<file path="config.mk">
export PLATFORM = sky130hd
export DESIGN_NAME = unflatten_stream_flat
export DESIGN_NICKNAME = d
export VERILOG_FILES = /design/src/rtl/unflatten_stream_if.sv /design/src/rtl/unflatten_stream.sv /design/src/flat_wrapper.sv
export SDC_FILE = /design/constraint.sdc
export NUM_CORES = 1
export LEC_CHECK = 0
export ABC_AREA = 0
export CAP_MARGIN = 20
export CORE_MARGIN = 1
export CORE_UTILIZATION = 40
export DETAILED_ROUTE_END_ITERATION = 10
export DONT_BUFFER_PORTS = 1
export HOLD_SLACK_MARGIN = 0.03
export PLACE_DENSITY_LB_ADDON = 0.12
export SYNTH_ARGS = -nofsm -noshare
export SYNTH_HDL_FRONTEND = slang
export SYNTH_SLANG_ARGS = --single-unit
</file>
<file path="constraint.sdc">
create_clock -name clk -period 2.6 [get_ports clk]
set_clock_uncertainty 0.1 [all_clocks]
set_input_delay 0.65 -clock clk [delete_from_list [all_inputs] [get_ports clk]]
set_output_delay 0.65 -clock clk [all_outputs]
set_load 0.03 [all_outputs]
</file>
<file path="src/rtl/unflatten_stream_if.sv">
// Handshake bundle between the FCL backward stream, unflatten_stream and the maxpool backward stage.
// The slave modport is the unflatten block's view; master is the surrounding environment.
interface unflatten_stream_if #(
    parameter int WIDTH       = 16,
    parameter int CHANNELS    = 2,
    parameter int DIM3_WIDTH  = 4,
    parameter int DIM3_HEIGHT = 4,
    parameter int DIM1_LENGTH = CHANNELS * DIM3_WIDTH * DIM3_HEIGHT
);
    localparam int FC_W = $clog2(DIM1_LENGTH + 1);

    logic                    in_valid;
    logic                    in_ready;
    logic signed [WIDTH-1:0] in_data;
    logic                    in_last;
    logic signed [WIDTH-1:0] output_3D_maxpool_matrix [0:CHANNELS-1][0:DIM3_HEIGHT-1][0:DIM3_WIDTH-1];
    logic                    out_valid;
    logic                    out_ack;
    logic                    frame_err;
    logic [FC_W-1:0]         fill_count;

    modport slave (
        input  in_valid, in_data, in_last, out_ack,
        output in_ready, output_3D_maxpool_matrix, out_valid, frame_err, fill_count
    );

    modport master (
        output in_valid, in_data, in_last, out_ack,
        input  in_ready, output_3D_maxpool_matrix, out_valid, frame_err, fill_count
    );
endinterface

</file>
<file path="src/rtl/unflatten_stream.sv">
// Scatters a 1D gradient stream (one element per beat) into a registered [ch][row][col] frame
// and holds the completed frame for the maxpool backward stage until acknowledged.
module unflatten_stream #(
    parameter int WIDTH       = 16,
    parameter int CHANNELS    = 2,
    parameter int DIM3_WIDTH  = 4,
    parameter int DIM3_HEIGHT = 4,
    parameter int DIM1_LENGTH = CHANNELS * DIM3_WIDTH * DIM3_HEIGHT
) (
    input  logic               clk,
    input  logic               rst,
    unflatten_stream_if.slave  bus
);
    localparam int FC_W  = $clog2(DIM1_LENGTH + 1);
    localparam int COL_W = (DIM3_WIDTH  > 1) ? $clog2(DIM3_WIDTH)  : 1;
    localparam int ROW_W = (DIM3_HEIGHT > 1) ? $clog2(DIM3_HEIGHT) : 1;
    localparam int CH_W  = (CHANNELS    > 1) ? $clog2(CHANNELS)    : 1;

    typedef enum logic {FILL = 1'b0, HOLD = 1'b1} state_t;

    state_t                  state_q, state_d;
    logic [COL_W-1:0]        col_q, col_d;
    logic [ROW_W-1:0]        row_q, row_d;
    logic [CH_W-1:0]         ch_q, ch_d;
    logic [FC_W-1:0]         fill_q, fill_d;
    logic                    out_valid_q, out_valid_d;
    logic                    frame_err_q, frame_err_d;
    logic signed [WIDTH-1:0] buf_q [0:CHANNELS-1][0:DIM3_HEIGHT-1][0:DIM3_WIDTH-1];

    logic in_ready;
    logic beat;
    logic at_end;

    assign at_end = (fill_q == FC_W'(DIM1_LENGTH - 1));

    // State register and pointer/status registers
    always_ff @(posedge clk) begin
        if (rst) begin
            state_q     <= FILL;
            col_q       <= '0;
            row_q       <= '0;
            ch_q        <= '0;
            fill_q      <= '0;
            out_valid_q <= 1'b0;
            frame_err_q <= 1'b0;
        end else begin
            state_q     <= state_d;
            col_q       <= col_d;
            row_q       <= row_d;
            ch_q        <= ch_d;
            fill_q      <= fill_d;
            out_valid_q <= out_valid_d;
            frame_err_q <= frame_err_d;
        end
    end

    // Next-state: pointer advance, frame completion and length-mismatch detection
    always_comb begin
        state_d     = state_q;
        col_d       = col_q;
        row_d       = row_q;
        ch_d        = ch_q;
        fill_d      = fill_q;
        frame_err_d = 1'b0;
        case (state_q)
            FILL: begin
                if (beat) begin
                    if (at_end != bus.in_last) begin
                        frame_err_d = 1'b1;
                        col_d       = '0;
                        row_d       = '0;
                        ch_d        = '0;
                        fill_d      = '0;
                    end else if (at_end) begin
                        state_d = HOLD;
                        col_d   = '0;
                        row_d   = '0;
                        ch_d    = '0;
                        fill_d  = '0;
                    end else begin
                        fill_d = fill_q + FC_W'(1);
                        if (col_q == COL_W'(DIM3_WIDTH - 1)) begin
                            col_d = '0;
                            if (row_q == ROW_W'(DIM3_HEIGHT - 1)) begin
                                row_d = '0;
                                ch_d  = ch_q + CH_W'(1);
                            end else begin
                                row_d = row_q + ROW_W'(1);
                            end
                        end else begin
                            col_d = col_q + COL_W'(1);
                        end
                    end
                end
            end
            HOLD: begin
                if (bus.out_ack) state_d = FILL;
            end
            default: state_d = FILL;
        endcase
        out_valid_d = (state_d == HOLD);
    end

    // Outputs: ready is combinational so reset blocks acceptance in the same cycle
    always_comb begin
        in_ready = (state_q == FILL) && !rst;
        beat     = bus.in_valid && in_ready;
    end

    always_ff @(posedge clk) begin
        if (rst) begin
            for (int c = 0; c < CHANNELS; c++)
                for (int r = 0; r < DIM3_HEIGHT; r++)
                    for (int k = 0; k < DIM3_WIDTH; k++)
                        buf_q[c][r][k] <= '0;
        end else if (beat) begin
            buf_q[ch_q][row_q][col_q] <= bus.in_data;
        end
    end

    assign bus.in_ready                 = in_ready;
    assign bus.out_valid                = out_valid_q;
    assign bus.frame_err                = frame_err_q;
    assign bus.fill_count               = fill_q;
    assign bus.output_3D_maxpool_matrix = buf_q;
endmodule
</file>
<file path="src/flat_wrapper.sv">
// flat-port wrapper written by rule: the top's interface ports become plain ports
module unflatten_stream_flat 
#(
    parameter int WIDTH       = 16,
    parameter int CHANNELS    = 2,
    parameter int DIM3_WIDTH  = 4,
    parameter int DIM3_HEIGHT = 4,
    parameter int DIM1_LENGTH = CHANNELS * DIM3_WIDTH * DIM3_HEIGHT
)
  (clk, rst, bus_in_valid, bus_in_data, bus_in_last, bus_out_ack, bus_in_ready, bus_output_3D_maxpool_matrix, bus_out_valid, bus_frame_err, bus_fill_count);
  unflatten_stream_if #(.WIDTH(WIDTH), .CHANNELS(CHANNELS), .DIM3_WIDTH(DIM3_WIDTH), .DIM3_HEIGHT(DIM3_HEIGHT), .DIM1_LENGTH(DIM1_LENGTH)) bus_i ();
  input  logic clk;
  input  logic rst;
  input wire logic [$bits(bus_i.in_valid)-1:0] bus_in_valid;
  input wire logic [$bits(bus_i.in_data)-1:0] bus_in_data;
  input wire logic [$bits(bus_i.in_last)-1:0] bus_in_last;
  input wire logic [$bits(bus_i.out_ack)-1:0] bus_out_ack;
  output wire logic [$bits(bus_i.in_ready)-1:0] bus_in_ready;
  output wire logic [$bits(bus_i.output_3D_maxpool_matrix)-1:0] bus_output_3D_maxpool_matrix;
  output wire logic [$bits(bus_i.out_valid)-1:0] bus_out_valid;
  output wire logic [$bits(bus_i.frame_err)-1:0] bus_frame_err;
  output wire logic [$bits(bus_i.fill_count)-1:0] bus_fill_count;
  assign bus_i.in_valid = bus_in_valid;
  assign bus_i.in_data = bus_in_data;
  assign bus_i.in_last = bus_in_last;
  assign bus_i.out_ack = bus_out_ack;
  assign bus_in_ready = bus_i.in_ready;
  assign bus_output_3D_maxpool_matrix = {>>{bus_i.output_3D_maxpool_matrix}};
  assign bus_out_valid = bus_i.out_valid;
  assign bus_frame_err = bus_i.frame_err;
  assign bus_fill_count = bus_i.fill_count;
  unflatten_stream #(.WIDTH(WIDTH), .CHANNELS(CHANNELS), .DIM3_WIDTH(DIM3_WIDTH), .DIM3_HEIGHT(DIM3_HEIGHT), .DIM1_LENGTH(DIM1_LENGTH)) u_core (.clk(clk), .rst(rst), .bus(bus_i));
endmodule
</file>
==> flow_metrics.tcl <==
set metrics [dict create \
    cts_buffers 55 \
    place_area_um2 19400 \
    synth_cell_types 37 \
    synthToLayoutAreaGrowth_pct 11.1 \
    required_ns 2.98 \
    rsz0062_at_grt "false" \
    ys_seq_area_frac 0.544 \
    violations "slew limit" \
    crit_chain "inv_1, ha_1, and2_1, buf_4, and3_1, buf_4, nand2_1, a21oi_1, dlygate4sd3_1" \
    max-slew-margin-rel -0.339 \
    crit_path_end_kind "register" \
    first_iter_violations 1275 \
    firstDrtPassIters 5 \
    final-setup-viol-count 0 \
    dpl.hpwl_um 40200 \
    cp-endpoint "u_core.bus.output_3D_maxpool_matrix[251]" \
    cts_buffer_depth 3 \
    syn_nets 2341 \
    route.detailed.drc 0 \
    synth-seq-cells 525 \
    gr-total-overflow 0 \
    grt_max_degree 427 \
    fin_crit_ns 2.51 \
    synth-edff-count 0 \
    grt_pass1_vias 14300 \
    die_area_um2 49200 \
    synth_ff_type "dfxtp_1" \
    track_usage 0.260 \
    grt_first_pass_wirelength_um 96700 \
    ant_nets 0 \
    synth_top_area_cell "dfxtp_1" \
    async_reset_ff_frac 0 \
    ff2ff_path_depth 9 \
    synth.most_common_cell "nand2_1" \
    vias 15400 \
    r2r-end "u_core.bus.output_3D_maxpool_matrix[251]" \
    maxSlewViolCount 269 \
    ys_top_cells_by_area "dfxtp_1 (54%), nand2_1 (16%), a21oi_1 (11%), mux2i_1 (5.0%), nor2_1 (2.0%)" \
    synth.avg_cell_area_um2 8.37 \
    crit_type "register to register" \
    power_density_nw_per_um2 746 \
    place_congestion 0.809 \
    worstMarginPinSlew_ns 2.01 \
    rows 80 \
    finalCritPeriodShare 0.966 \
    slowest_stage "dlygate4sd3_1" \
    drt_wl_total_um 66600 \
    p_leak_uw 0.00707 \
    die_w_um 222 \
    wl_per_cell_um 23.0 \
    post-route-cell-area_um2 21500 \
    status "complete, but fails checks" \
    core_area_um2 47700 \
    htree_levels 2 \
    ir_worst_vdd_mv 0.488 \
    r2r-start "u_core.row_q[0]" \
    holdPathStages 2 \
    antenna_found_initial 2 \
    ys_top_cells_by_count "nand2_1 (839), dfxtp_1 (525), a21oi_1 (426)" \
    arrival_ns 2.89 \
    ys_warn_count 0 \
    layout-drive-gt1-share 0.0789 \
    reg2reg_slack_ns 0.09 \
    synthCells 2310 \
    finalHoldViolations 0 \
    startpoint_type "register" \
    worst-path-stages 9 \
    synth_area_um2 19300 \
    vias_per_cell 5.33 \
    crit_top_cell "buf_4" \
    critical_path.top_delay_family "buffers and inverters" \
    tns_ns 0 \
    startpoint "u_core.row_q[0]" \
    ctsRootBufferMaster "clkbuf_16" \
    fin_nets 2273 \
    cts.clk_slew.worst_paths_ns 0.06 \
    io_buffer_count 0 \
    drv_cap 0 \
    crit_path_max_fanout 16 \
    critical_path_buf_inv_count 4 \
    cts_tree "built" \
    synth_top_area_share 0.544 \
    die_h_um 222 \
    hold_path_class "primary input to register" \
    start_util 0.405 \
    clock-sinks 525 \
    insertion_delay_ns 0.59 \
    ios 542 \
    clock.fmax_mhz 398 \
    crit_path_max_incr_delay_ns 0.66 \
]
report_power, final:
group	internal [µW]	leakage, µW	switching (µW)	total [µW]
sequential	8060	0.00423	46.7	8110
clock	4510	0.000876	3260	7780
combinational	51.6	0.00196	94.1	146
total	12600	0.00707	3400	16000
per-stage QoR:
stage	util	hold WS (ns)	setup WS, ns	power [µW]	std cells
after floorplan	-	0.365	0.132	8570	2310
after global placement	0.407	0.380	0.227	8390	2776
after detailed placement	0.407	0.392	0.187	8400	2776
after CTS	0.450	0.0405	0.0731	16200	2897
after global routing	0.450	0.0755	0.0370	16500	2899
final	0.450	0.0917	0.0884	16000	2899
sequential cells by signal (all words and copies together) (netlist names):
name and count:
u_core.bus.output_3D_maxpool_matrix 512, u_core.col_q 2, u_core.bus.fill_count 6, u_core.state_q 1
u_core.ch_q 1, u_core.bus.frame_err 1, u_core.row_q 2
cells by family (layout without fill, tap and decap cells):
group	Yosys count	in the layout	share of synthesized area
other	0	2	0
muxes	97	97	0.0503
DFF	525	525	0.544
and+or+nand+nor	1032	1032	0.228
adders and majority gates	10	10	0.00647
buffers and inverters	211	183	0.0584
AOI/OAI and AO/OA	435	435	0.113
layout make-up:
| class | count | area (µm²) |
|---|---|---|
| timing repair buffer | 78 | 676 |
| inverter | 8 | 30.0 |
| sequential | 525 | 10500 |
| clock buffer | 82 | 1670 |
| tap | 615 | 769 |
| antenna | 2 | 5.00 |
| fill | 4732 | 26300 |
| clock inverter | 15 | 118 |
| multi-input combinational | 1574 | 7700 |
how the worst min path moves through the flow:
| stage | start | to | slack, ns |
|---|---|---|---|
| floorplan | u_core.col_q[1] | u_core.col_q[1] | 0.36 |
| global placement | u_core.col_q[1] | u_core.col_q[1] | 0.38 |
| detailed placement | u_core.col_q[1] | u_core.col_q[1] | 0.39 |
| CTS | rst | u_core.bus.output_3D_maxpool_matrix[84] | 0.04 |
| global route | bus_in_data[1] | u_core.bus.output_3D_maxpool_matrix[369] | 0.08 |
| finish | bus_in_data[3] | u_core.bus.output_3D_maxpool_matrix[291] | 0.09 |
what timing repair did:
item	CTS	global route
gates resized for setup	0	3
hold buffers	24	0
endpoints found under the hold margin	131	0
setup endpoints to repair	0	2
buffers inserted	0	0
cell usage in the layout, fill, tap and decap left out, types with 9 or more instances in the layout:
cell and n:
a21oi_1 426, and3_1 17, buf_4 53, clkbuf_1 10
clkbuf_16 57, clkbuf_8 15, dfxtp_1 525, dlygate4sd3_1 23
ha_1 9, mux2i_1 96, nand2_1 839, nand3_1 11
nand3_4 14, nor2_1 103, nor2_4 12
metal layers:
layer  vias to the layer above  wire length (µm)  share of wire  track usage
met1                      7348             26400           0.40        0.319
met2                       659             31600           0.47        0.422
met5                         -                 0              0            0
met3                       104              6570          0.099       0.0872
met4                         0              2000          0.030       0.0988
li1                       7329                 -              -            -
No activity file was read; power rests on OpenSTA's default activity.
